**src/rtl/risc_machine_ctrl_if.sv**
```systemverilog
// Control bundle between the RISC instruction sequencer and the rest of the core.
// The master side is the sequencer: it samples run/decode inputs and drives the strobes.
interface risc_machine_ctrl_if;
  logic       ena;
  logic [2:0] opcode;
  logic       zero;
  logic       inc_pc;
  logic       load_acc;
  logic       load_pc;
  logic       rd;
  logic       wr;
  logic       load_ir;
  logic       datactl_ena;
  logic       halt;
  logic [2:0] phase;

  modport master (
    input  ena, opcode, zero,
    output inc_pc, load_acc, load_pc, rd, wr, load_ir, datactl_ena, halt, phase
  );

  modport slave (
    output ena, opcode, zero,
    input  inc_pc, load_acc, load_pc, rd, wr, load_ir, datactl_ena, halt, phase
  );
endinterface

```
**src/rtl/risc_machine_ctrl.sv**
```systemverilog
// Eight-phase instruction sequencer: fetch (S0-S1), decode (S2-S3), execute/write-back (S4-S6).
// Every strobe is registered, so step k strobes appear while phase reads Sk+1.
module risc_machine_ctrl (
  input  logic                  clk1,
  input  logic                  rst,
  risc_machine_ctrl_if.master   bus
);

  typedef enum logic [2:0] {S0, S1, S2, S3, S4, S5, S6, S7} phase_e;

  typedef enum logic [2:0] {
    OP_HLT  = 3'b000,
    OP_SKZ  = 3'b001,
    OP_ADD  = 3'b010,
    OP_ANDD = 3'b011,
    OP_XORR = 3'b100,
    OP_LDA  = 3'b101,
    OP_STO  = 3'b110,
    OP_JMP  = 3'b111
  } op_e;

  // Strobe vector order: {inc_pc, load_acc, load_pc, rd, wr, load_ir, datactl_ena}
  function automatic logic [6:0] step_strobes(phase_e ph, op_e op, logic z);
    logic alu;
    logic [6:0] s;
    alu = (op == OP_ADD) || (op == OP_ANDD) || (op == OP_XORR) || (op == OP_LDA);
    s   = 7'b0;
    case (ph)
      S0, S1: s = 7'b1001010;
      S4: begin
        if (alu)              s = 7'b0001000;
        else if (op == OP_STO) s = 7'b0000001;
        else if (op == OP_JMP) s = 7'b0010000;
      end
      S5: begin
        if (alu)                    s = 7'b0101000;
        else if (op == OP_STO)       s = 7'b0000101;
        else if (op == OP_JMP)       s = 7'b1010000;
        else if (op == OP_SKZ && z)  s = 7'b1000000;
      end
      S6: begin
        if (alu)                    s = 7'b0001000;
        else if (op == OP_STO)       s = 7'b0000001;
        else if (op == OP_JMP)       s = 7'b0010000;
        else if (op == OP_SKZ && z)  s = 7'b1000000;
      end
      default: s = 7'b0;
    endcase
    return s;
  endfunction

  phase_e     phase_q;
  logic       halt_q;
  logic [6:0] strobes_q;
  op_e        op;

  assign op = op_e'(bus.opcode);

  // Halt is sticky and freezes the phase at S4; only rst or dropping ena releases it.
  always_ff @(posedge clk1) begin
    if (rst || !bus.ena) begin
      phase_q   <= S0;
      halt_q    <= 1'b0;
      strobes_q <= 7'b0;
    end else if (halt_q) begin
      strobes_q <= 7'b0;
    end else begin
      strobes_q <= step_strobes(phase_q, op, bus.zero);
      halt_q    <= (phase_q == S3) && (op == OP_HLT);
      phase_q   <= phase_e'(phase_q + 3'd1);
    end
  end

  assign {bus.inc_pc, bus.load_acc, bus.load_pc, bus.rd,
          bus.wr, bus.load_ir, bus.datactl_ena} = strobes_q;
  assign bus.halt  = halt_q;
  assign bus.phase = phase_q;

endmodule

```
**src/flat_wrapper.sv**
```systemverilog
// flat-port wrapper written by rule: the top's interface ports become plain ports
module risc_machine_ctrl_flat 
  (clk1, rst, bus_ena, bus_opcode, bus_zero, bus_inc_pc, bus_load_acc, bus_load_pc, bus_rd, bus_wr, bus_load_ir, bus_datactl_ena, bus_halt, bus_phase);
  risc_machine_ctrl_if bus_i ();
  input  logic clk1;
  input  logic rst;
  input wire logic [$bits(bus_i.ena)-1:0] bus_ena;
  input wire logic [$bits(bus_i.opcode)-1:0] bus_opcode;
  input wire logic [$bits(bus_i.zero)-1:0] bus_zero;
  output wire logic [$bits(bus_i.inc_pc)-1:0] bus_inc_pc;
  output wire logic [$bits(bus_i.load_acc)-1:0] bus_load_acc;
  output wire logic [$bits(bus_i.load_pc)-1:0] bus_load_pc;
  output wire logic [$bits(bus_i.rd)-1:0] bus_rd;
  output wire logic [$bits(bus_i.wr)-1:0] bus_wr;
  output wire logic [$bits(bus_i.load_ir)-1:0] bus_load_ir;
  output wire logic [$bits(bus_i.datactl_ena)-1:0] bus_datactl_ena;
  output wire logic [$bits(bus_i.halt)-1:0] bus_halt;
  output wire logic [$bits(bus_i.phase)-1:0] bus_phase;
  assign bus_i.ena = bus_ena;
  assign bus_i.opcode = bus_opcode;
  assign bus_i.zero = bus_zero;
  assign bus_inc_pc = bus_i.inc_pc;
  assign bus_load_acc = bus_i.load_acc;
  assign bus_load_pc = bus_i.load_pc;
  assign bus_rd = bus_i.rd;
  assign bus_wr = bus_i.wr;
  assign bus_load_ir = bus_i.load_ir;
  assign bus_datactl_ena = bus_i.datactl_ena;
  assign bus_halt = bus_i.halt;
  assign bus_phase = bus_i.phase;
  risc_machine_ctrl u_core (.clk1(clk1), .rst(rst), .bus(bus_i));
endmodule
```
**config.mk**
```make
export PLATFORM = sky130hd
export DESIGN_NAME = risc_machine_ctrl_flat
export DESIGN_NICKNAME = d
export VERILOG_FILES = /design/src/rtl/risc_machine_ctrl_if.sv /design/src/rtl/risc_machine_ctrl.sv /design/src/flat_wrapper.sv
export SDC_FILE = /design/constraint.sdc
export NUM_CORES = 1
export LEC_CHECK = 0
export CAP_MARGIN = 20
export CORE_MARGIN = 3
export CORE_UTILIZATION = 29
export DETAILED_ROUTE_END_ITERATION = 7
export DONT_BUFFER_PORTS = 1
export GPL_ROUTABILITY_DRIVEN = 0
export HOLD_SLACK_MARGIN = 0.03
export PLACE_DENSITY = 0.51
export REMOVE_ABC_BUFFERS = 1
export SLEW_MARGIN = 25
export SYNTH_ARGS = -nofsm -noshare
export SYNTH_HDL_FRONTEND = slang
export SYNTH_SLANG_ARGS = --single-unit
```
**constraint.sdc**
```tcl
create_clock -name clk1 -period 1.1 [get_ports clk1]
set_input_delay 0.22 -clock clk1 [delete_from_list [all_inputs] [get_ports clk1]]
set_output_delay 0.22 -clock clk1 [all_outputs]
set_load 0.02 [all_outputs]
```
==> reports/qor.yml, run 1 <==
static-leakage-power_nw: 0.2436
syn-instance-count: 51
clkLatencyLatePin_ns: 0.27
die_width_um: 48.06
yosys_register_bits: 11
p_seq_share_pct: 55.7
die_area_um2: 2310
power_per_cell_area_nw_per_um2: 1132
met3_usage_pct: 7.519
violations: "setup timing"
area_overhead_of_the_layout_relative_to_synthesis_pct: 32.20
fin_skew_ns: 0.002371
detailedRoute.firstPassIterationCount: 4
netSwitchingPower_w: 0.0001824
fin_crit_sh_pct: 105.8
core.rowCount: 14
totalPowerFinal_w: 0.0007679
overall_fraction_of_global_route_tracks_in_use_pct: 9.743
final_cell_mix: "9 x sky130_fd_sc_hd__dfxtp_1, 7 x sky130_fd_sc_hd__nor2_1, 7 x sky130_fd_sc_hd__buf_4"
netlist.top_cell.by_area: "sky130_fd_sc_hd__dfxtp_1"
synth.top_cells.by_area: "sky130_fd_sc_hd__dfxtp_1 43%, sky130_fd_sc_hd__ha_1 12%, sky130_fd_sc_hd__nor2_1 5.9%"
clock_tree_from_tritoncts: "yes"
postLayoutSetupSlackWorst_ns: -0.06401
dpl_cell_area_um2: 569.3
use_met2_pct: 14.25
i_o_pins: 18
antennaDiodeCount: 0
hold_class: "input pin to flip-flop"
worstPathCellList: "inv_4 -> ha_2 -> a211o_1 -> nor3b_2"
netlist-cell-type-count: 25
placeableCoreArea_um2: 1577
layout.cells.most_common: "sky130_fd_sc_hd__dfxtp_1"
final_hold_fails: 0
port_buffers: 0
power.share.clock_pct: 34.6
unrepaired_setup_endpoints_after_global_routing: "true"
clock-sinks: 11
placed_cells: 72
num-fill-cells: 158
detailroute.via_count: 381
max_slew_margin_pct: 81.22
detailedRoute.firstIterationViolations: 3
route.detailed.wl_per_inst_um: 12.71
p_comb_share_pct: 9.7
timing.critical_path.slowest_stage_cell: "sky130_fd_sc_hd__dfxtp_4"
detailedPlacementHpwl_um: 691.3
worstMarginPinSlew_ns: 0.2812
yosys_warnings: 0
root_driver: "sky130_fd_sc_hd__clkbuf_4"
yosysSeqAreaShare_pct: 42.93
tritoncts.num_buffers: 3
power.ir.vdd_worst_v: 0.0005771
status: "complete, but fails checks"
power.share.switching_pct: 23.76
synth_area_per_cell_um2: 10.06
dp_worst_slack_ns: -0.1615
vias_per_cell: 5.013
post-cts-setup-buffer-count: 0
synth.cell_area_um2: 513.0
ant_nets: 0
max_freq_ghz: 0.8591
cts_htree_levels: 1
die-height_um: 48.06
post-synth-top-area-fraction_pct: 42.93
clkSlewWorstSetupHoldPaths_ns: 0.06
num-nets-final: 73
postRouteWirelength_um: 966
timing.critical_path.to_type: "flip-flop"
post-route-min-period_ns: 1.164
cp.required_ns: 1.26
cellInternalPower_w: 0.0005854
floorplan.initialDensity_pct: 32.54
hold_slack_ns: 0.01666
grt.overflow.total: 0
drv_cap: 0
max_stage_delay_ns: 0.40
startpoint_type: "flip-flop"
fin_cells: 76
number_of_pins_exceeding_their_max_slew_limit_in_the_final_report: 0
clockBufferDepth: 2
setup_violations: 5
globalRouteMet1Util_pct: 11.48
worstPathArrival_ns: 1.32
drive_gt1_share_pct: 41.67
pin_count_of_the_biggest_net_entering_global_routing: 8
finalInstanceArea_um2: 678.2
grt_pass1_wl_um: 1504
post-route-drc-count: 0
number_of_global_route_vias_before_repair: 377
globalRoute.busiestLayer: "met2"
antenna_found_initial: 0
critical_path.max_fanout: 4
critPathKind: "flip-flop to flip-flop"
-- power groups by stage --
stage               Combinational, W  Sequential (W)  Clock (W)
finish                     0.0000747        0.000427   0.000266
global route               0.0000833        0.000429   0.000299
CTS                        0.0000717        0.000426   0.000280
detailed placement         0.0000657        0.000434          0
global placement           0.0000675        0.000434          0
floorplan                  0.0000420        0.000438          0
-- cells by family after synthesis --
group / count (synthesis) / synth area share [%]
AOI/OAI and AO/OA: 6 / 7.562
xor gates and xnor gates: 2 / 3.415
adders and majority gates: 5 / 12.20
buffers and inverters: 5 / 5.365
DFF: 11 / 42.93
muxes: 1 / 1.951
and+or+nand+nor: 21 / 26.59
-- cell usage after synthesis --
master,instances
sky130_fd_sc_hd__nand2_1,2
sky130_fd_sc_hd__mux2i_1,1
sky130_fd_sc_hd__a21oi_1,2
sky130_fd_sc_hd__a31oi_1,1
sky130_fd_sc_hd__o21ai_0,1
sky130_fd_sc_hd__nor2_1,8
sky130_fd_sc_hd__dfxtp_1,11
sky130_fd_sc_hd__nor3b_2,2
sky130_fd_sc_hd__nand2b_1,1
sky130_fd_sc_hd__buf_2,1
sky130_fd_sc_hd__o2111ai_1,1
sky130_fd_sc_hd__inv_1,3
sky130_fd_sc_hd__a211o_1,1
sky130_fd_sc_hd__nand3_1,1
sky130_fd_sc_hd__nor3_1,1
sky130_fd_sc_hd__ha_1,5
sky130_fd_sc_hd__nor3b_1,1
sky130_fd_sc_hd__xor2_1,1
sky130_fd_sc_hd__nand3_2,1
sky130_fd_sc_hd__and2_1,1
sky130_fd_sc_hd__nor3b_4,1
sky130_fd_sc_hd__nor4b_1,1
sky130_fd_sc_hd__buf_6,1
sky130_fd_sc_hd__xnor2_1,1
sky130_fd_sc_hd__nand4_1,1
-- repair_timing --
action,in CTS,in global routing
setup endpoints to repair,7,7
endpoints found under the hold margin,2,2
pin swaps,1,2
gates resized for setup,15,5
-- flip-flops by register name (all words and copies together), names as in the netlist --
name,flops
u_core.bus.halt,1
u_core.bus.phase,3
u_core.strobes_q,7
-- worst max-delay path: cells and delay by family (launching register included) --
family,cells,cell delay [ns]
flip-flops,1,0.40
AO/OA/AOI/OAI,1,0.26
adder cells (fa/ha/maj),1,0.18
AND/OR/NAND/NOR,1,0.17
buffers and inverters,1,0.05
-- cell type report --
type,instances,area (um2),area share [%]
Multi-Input combinational cell,35,335.3,49.45
Sequential cell,11,227.7,33.58
Timing Repair Buffer,7,52.55,7.749
Clock buffer,4,26.28,3.875
Tap cell,16,20.02,2.952
Inverter,3,16.27,2.399
-- metal layers --
layer	share of wire, %	vias to the layer above
li1	-	192
met1	39	171
met2	48	16
met3	12	2
met4	0.52	0
met5	0	-
-- final timing paths --
kind / from / end / slack (ns) / cells past startpoint
worst max register to register: u_core.bus.phase[0]$_SDFFE_PP0N_ / u_core.strobes_q[0]$_SDFF_PP0_ / -0.06 / 4
worst max-delay path: u_core.bus.phase[0]$_SDFFE_PP0N_ / u_core.strobes_q[0]$_SDFF_PP0_ / -0.06 / 4
worst min register to register: u_core.bus.halt$_SDFF_PP0_ / u_core.strobes_q[5]$_SDFF_PP0_ / 0.59 / 3
worst min-delay path: bus_opcode[0] / u_core.strobes_q[2]$_SDFF_PP0_ / 0.02 / 1
-- through the flow --
step	TNS (ns)	util [%]
after global placement	-0.4744	36.11
after detailed placement	-0.6134	36.11
after global routing	-0.4786	43.02
after floorplan	-1.359	-
after CTS	-0.1375	40.87
final	-0.1669	43.02
Note: power is estimated with default switching activity, not from simulation.
==> inputs of run 2 (changes only) <==
--- a/config.mk
+++ b/config.mk
@@ -12,7 +12,7 @@
 export DONT_BUFFER_PORTS = 1
 export GPL_ROUTABILITY_DRIVEN = 0
 export HOLD_SLACK_MARGIN = 0.03
-export PLACE_DENSITY = 0.51
+export PLACE_DENSITY = 0.5
 export REMOVE_ABC_BUFFERS = 1
 export SLEW_MARGIN = 25
 export SYNTH_ARGS = -nofsm -noshare
==> constraint.sdc (replaced) <==
create_clock -name clk1 -period 1.5 [get_ports clk1]
set_input_delay 0.3 -clock clk1 [delete_from_list [all_inputs] [get_ports clk1]]
set_output_delay 0.3 -clock clk1 [all_outputs]
set_load 0.02 [all_outputs]
==> run 2 against run 1 <==
  * The run now ends clean
  * Non-clock buffer count down 3
  * Worst setup slack improved by 0.31 ns
  * Cell count shrank 3.9%
==> reports/qor.yml, run 2 (same netlist as run 1, synthesis figures left out) <==
core.rowCount: 14
pin_count_of_the_biggest_net_entering_global_routing: 9
largest-register: "u_core.strobes_q"
die_width_um: 48.06
timing.critical_path.to_type: "flip-flop"
hold_path.startpoint: "bus_opcode[0]"
startpoint_type: "flip-flop"
antennaDiodeCount: 0
dp_worst_slack_ns: 0.2432
r2r_start: "u_core.bus.phase[0]$_SDFFE_PP0N_"
postRouteWirelength_um: 886
i_o_pins: 18
clockBufferDepth: 2
layout.cells.most_common: "sky130_fd_sc_hd__dfxtp_1"
totalPowerFinal_w: 0.0005589
vias_per_cell: 5.027
min_to: "u_core.strobes_q[2]$_SDFF_PP0_"
util_after_layout_pct: 36.35
drv_cap: 0
multi_input_combinational_cell_area_um2: 265.3
unrepaired_setup_endpoints_after_global_routing: "false"
status: "finished, final reports clean"
worstPathArrival_ns: 1.43
tritoncts.num_buffers: 3
final_hold_fails: 0
clock-sinks: 11
use_met2_pct: 13.98
floorplan.initialDensity_pct: 32.54
post-cts-setup-buffer-count: 0
root_driver: "sky130_fd_sc_hd__clkbuf_4"
critPathKind: "flip-flop to flip-flop"
r2r.worst_path.cells: 4
overall_fraction_of_global_route_tracks_in_use_pct: 11.01
num-nets-final: 70
die_area_um2: 2310
detailedPlacementHpwl_um: 727.9
worstMarginPinSlew_ns: 0.3301
die-height_um: 48.06
cts_htree_levels: 1
port_buffers: 0
clkSlewWorstSetupHoldPaths_ns: 0.07
finalSetupTns_ns: 0
fin_crit_sh_pct: 83.93
setup_violations: 0
ff_latch_area_um2: 220.2
detailroute.via_count: 367
cp.required_ns: 1.67
post-route-drc-count: 0
final_cell_mix: "11 x sky130_fd_sc_hd__dfxtp_1, 8 x sky130_fd_sc_hd__nor2_1, 5 x sky130_fd_sc_hd__ha_1"
clkLatencyLatePin_ns: 0.27
largest_register_ffs: 7
postLayoutSetupSlackWorst_ns: 0.2410
area_overhead_of_the_layout_relative_to_synthesis_pct: 11.71
num-fill-cells: 166
detailedRoute.firstPassIterationCount: 2
power.ir.vdd_worst_v: 0.0004076
ant_nets: 0
detailedRoute.firstIterationViolations: 1
met3_usage_pct: 8.271
antenna_found_initial: 0
postCtsResizedCells: 0
static-leakage-power_nw: 0.2250
globalRouteMet1Util_pct: 11.65
power_per_cell_area_nw_per_um2: 975.4
grt.overflow.total: 0
number_of_pins_exceeding_their_max_slew_limit_in_the_final_report: 0
placeableCoreArea_um2: 1577
drive_gt1_share_pct: 19.30
max_slew_margin_pct: 77.96
critical_path.max_fanout: 4
route.detailed.wl_per_inst_um: 12.14
fin_skew_ns: 0.0007833
setup.reg_to_reg.worst_slack_ns: 0.24
max_freq_ghz: 0.7943
number_of_global_route_vias_before_repair: 371
ctsHoldBuffers: 0
worstHoldPathCells: 1
hold_class: "input pin to flip-flop"
grt_pass1_wl_um: 1559
post-route-min-period_ns: 1.259
clock_tree_from_tritoncts: "yes"
critical_path.reg2reg.endpoint: "u_core.strobes_q[0]$_SDFF_PP0_"
globalRoute.busiestLayer: "met2"
-- run 2: per-stage QoR --
step / instance area (um2) / std cells / hold WS (ns)
after floorplan: 496.7 / 49 / 0.3695
after global placement: 546.8 / 69 / 0.3760
after detailed placement: 546.8 / 69 / 0.3716
after CTS: 573.1 / 73 / 0.07778
after global routing: 573.1 / 73 / 0.06520
final: 573.1 / 73 / 0.09129
-- run 2: how the worst max path moves through the flow --
| stage | start | to | slack (ns) |
|---|---|---|---|
| after detailed placement | u_core.bus.phase[0]$_SDFFE_PP0N_ | u_core.strobes_q[0]$_SDFF_PP0_ | 0.24 |
| after global placement | u_core.bus.phase[0]$_SDFFE_PP0N_ | u_core.strobes_q[0]$_SDFF_PP0_ | 0.24 |
| after global routing | u_core.bus.phase[1]$_SDFFE_PP0N_ | u_core.strobes_q[6]$_SDFF_PP0_ | 0.11 |
| final | u_core.bus.phase[0]$_SDFFE_PP0N_ | u_core.strobes_q[0]$_SDFF_PP0_ | 0.24 |
| after floorplan | u_core.bus.phase[0]$_SDFFE_PP0N_ | u_core.strobes_q[0]$_SDFF_PP0_ | 0.13 |
| after CTS | u_core.bus.phase[0]$_SDFFE_PP0N_ | u_core.strobes_q[3]$_SDFF_PP0_ | 0.23 |
-- run 2: per-layer routing --
layer / part of all wire (%) / routed length [um]
met2: 46 / 406
met4: 2.6 / 23
met1: 41 / 364
met5: 0 / 0
met3: 10 / 92
-- run 2: layout make-up --
type,count,share of cell area [%]
clock buffer,4,4.585
multi-input combinational,35,46.29
timing repair buffer,4,5.240
inverter,3,1.965
sequential,11,38.43
tap,16,3.493
-- run 2: critical path, stage by stage (launching register included) --
cell                      delay (ns)
sky130_fd_sc_hd__dfxtp_1        0.38
sky130_fd_sc_hd__inv_1          0.08
sky130_fd_sc_hd__ha_1           0.22
sky130_fd_sc_hd__a211o_1        0.32
sky130_fd_sc_hd__nor3b_2        0.16
-- run 2: power by group --
group,internal [W],switching (W)
clock,0.000103,0.0000995
combinational,0.0000212,0.0000240
sequential,0.000300,0.0000114
total,0.000424,0.000135
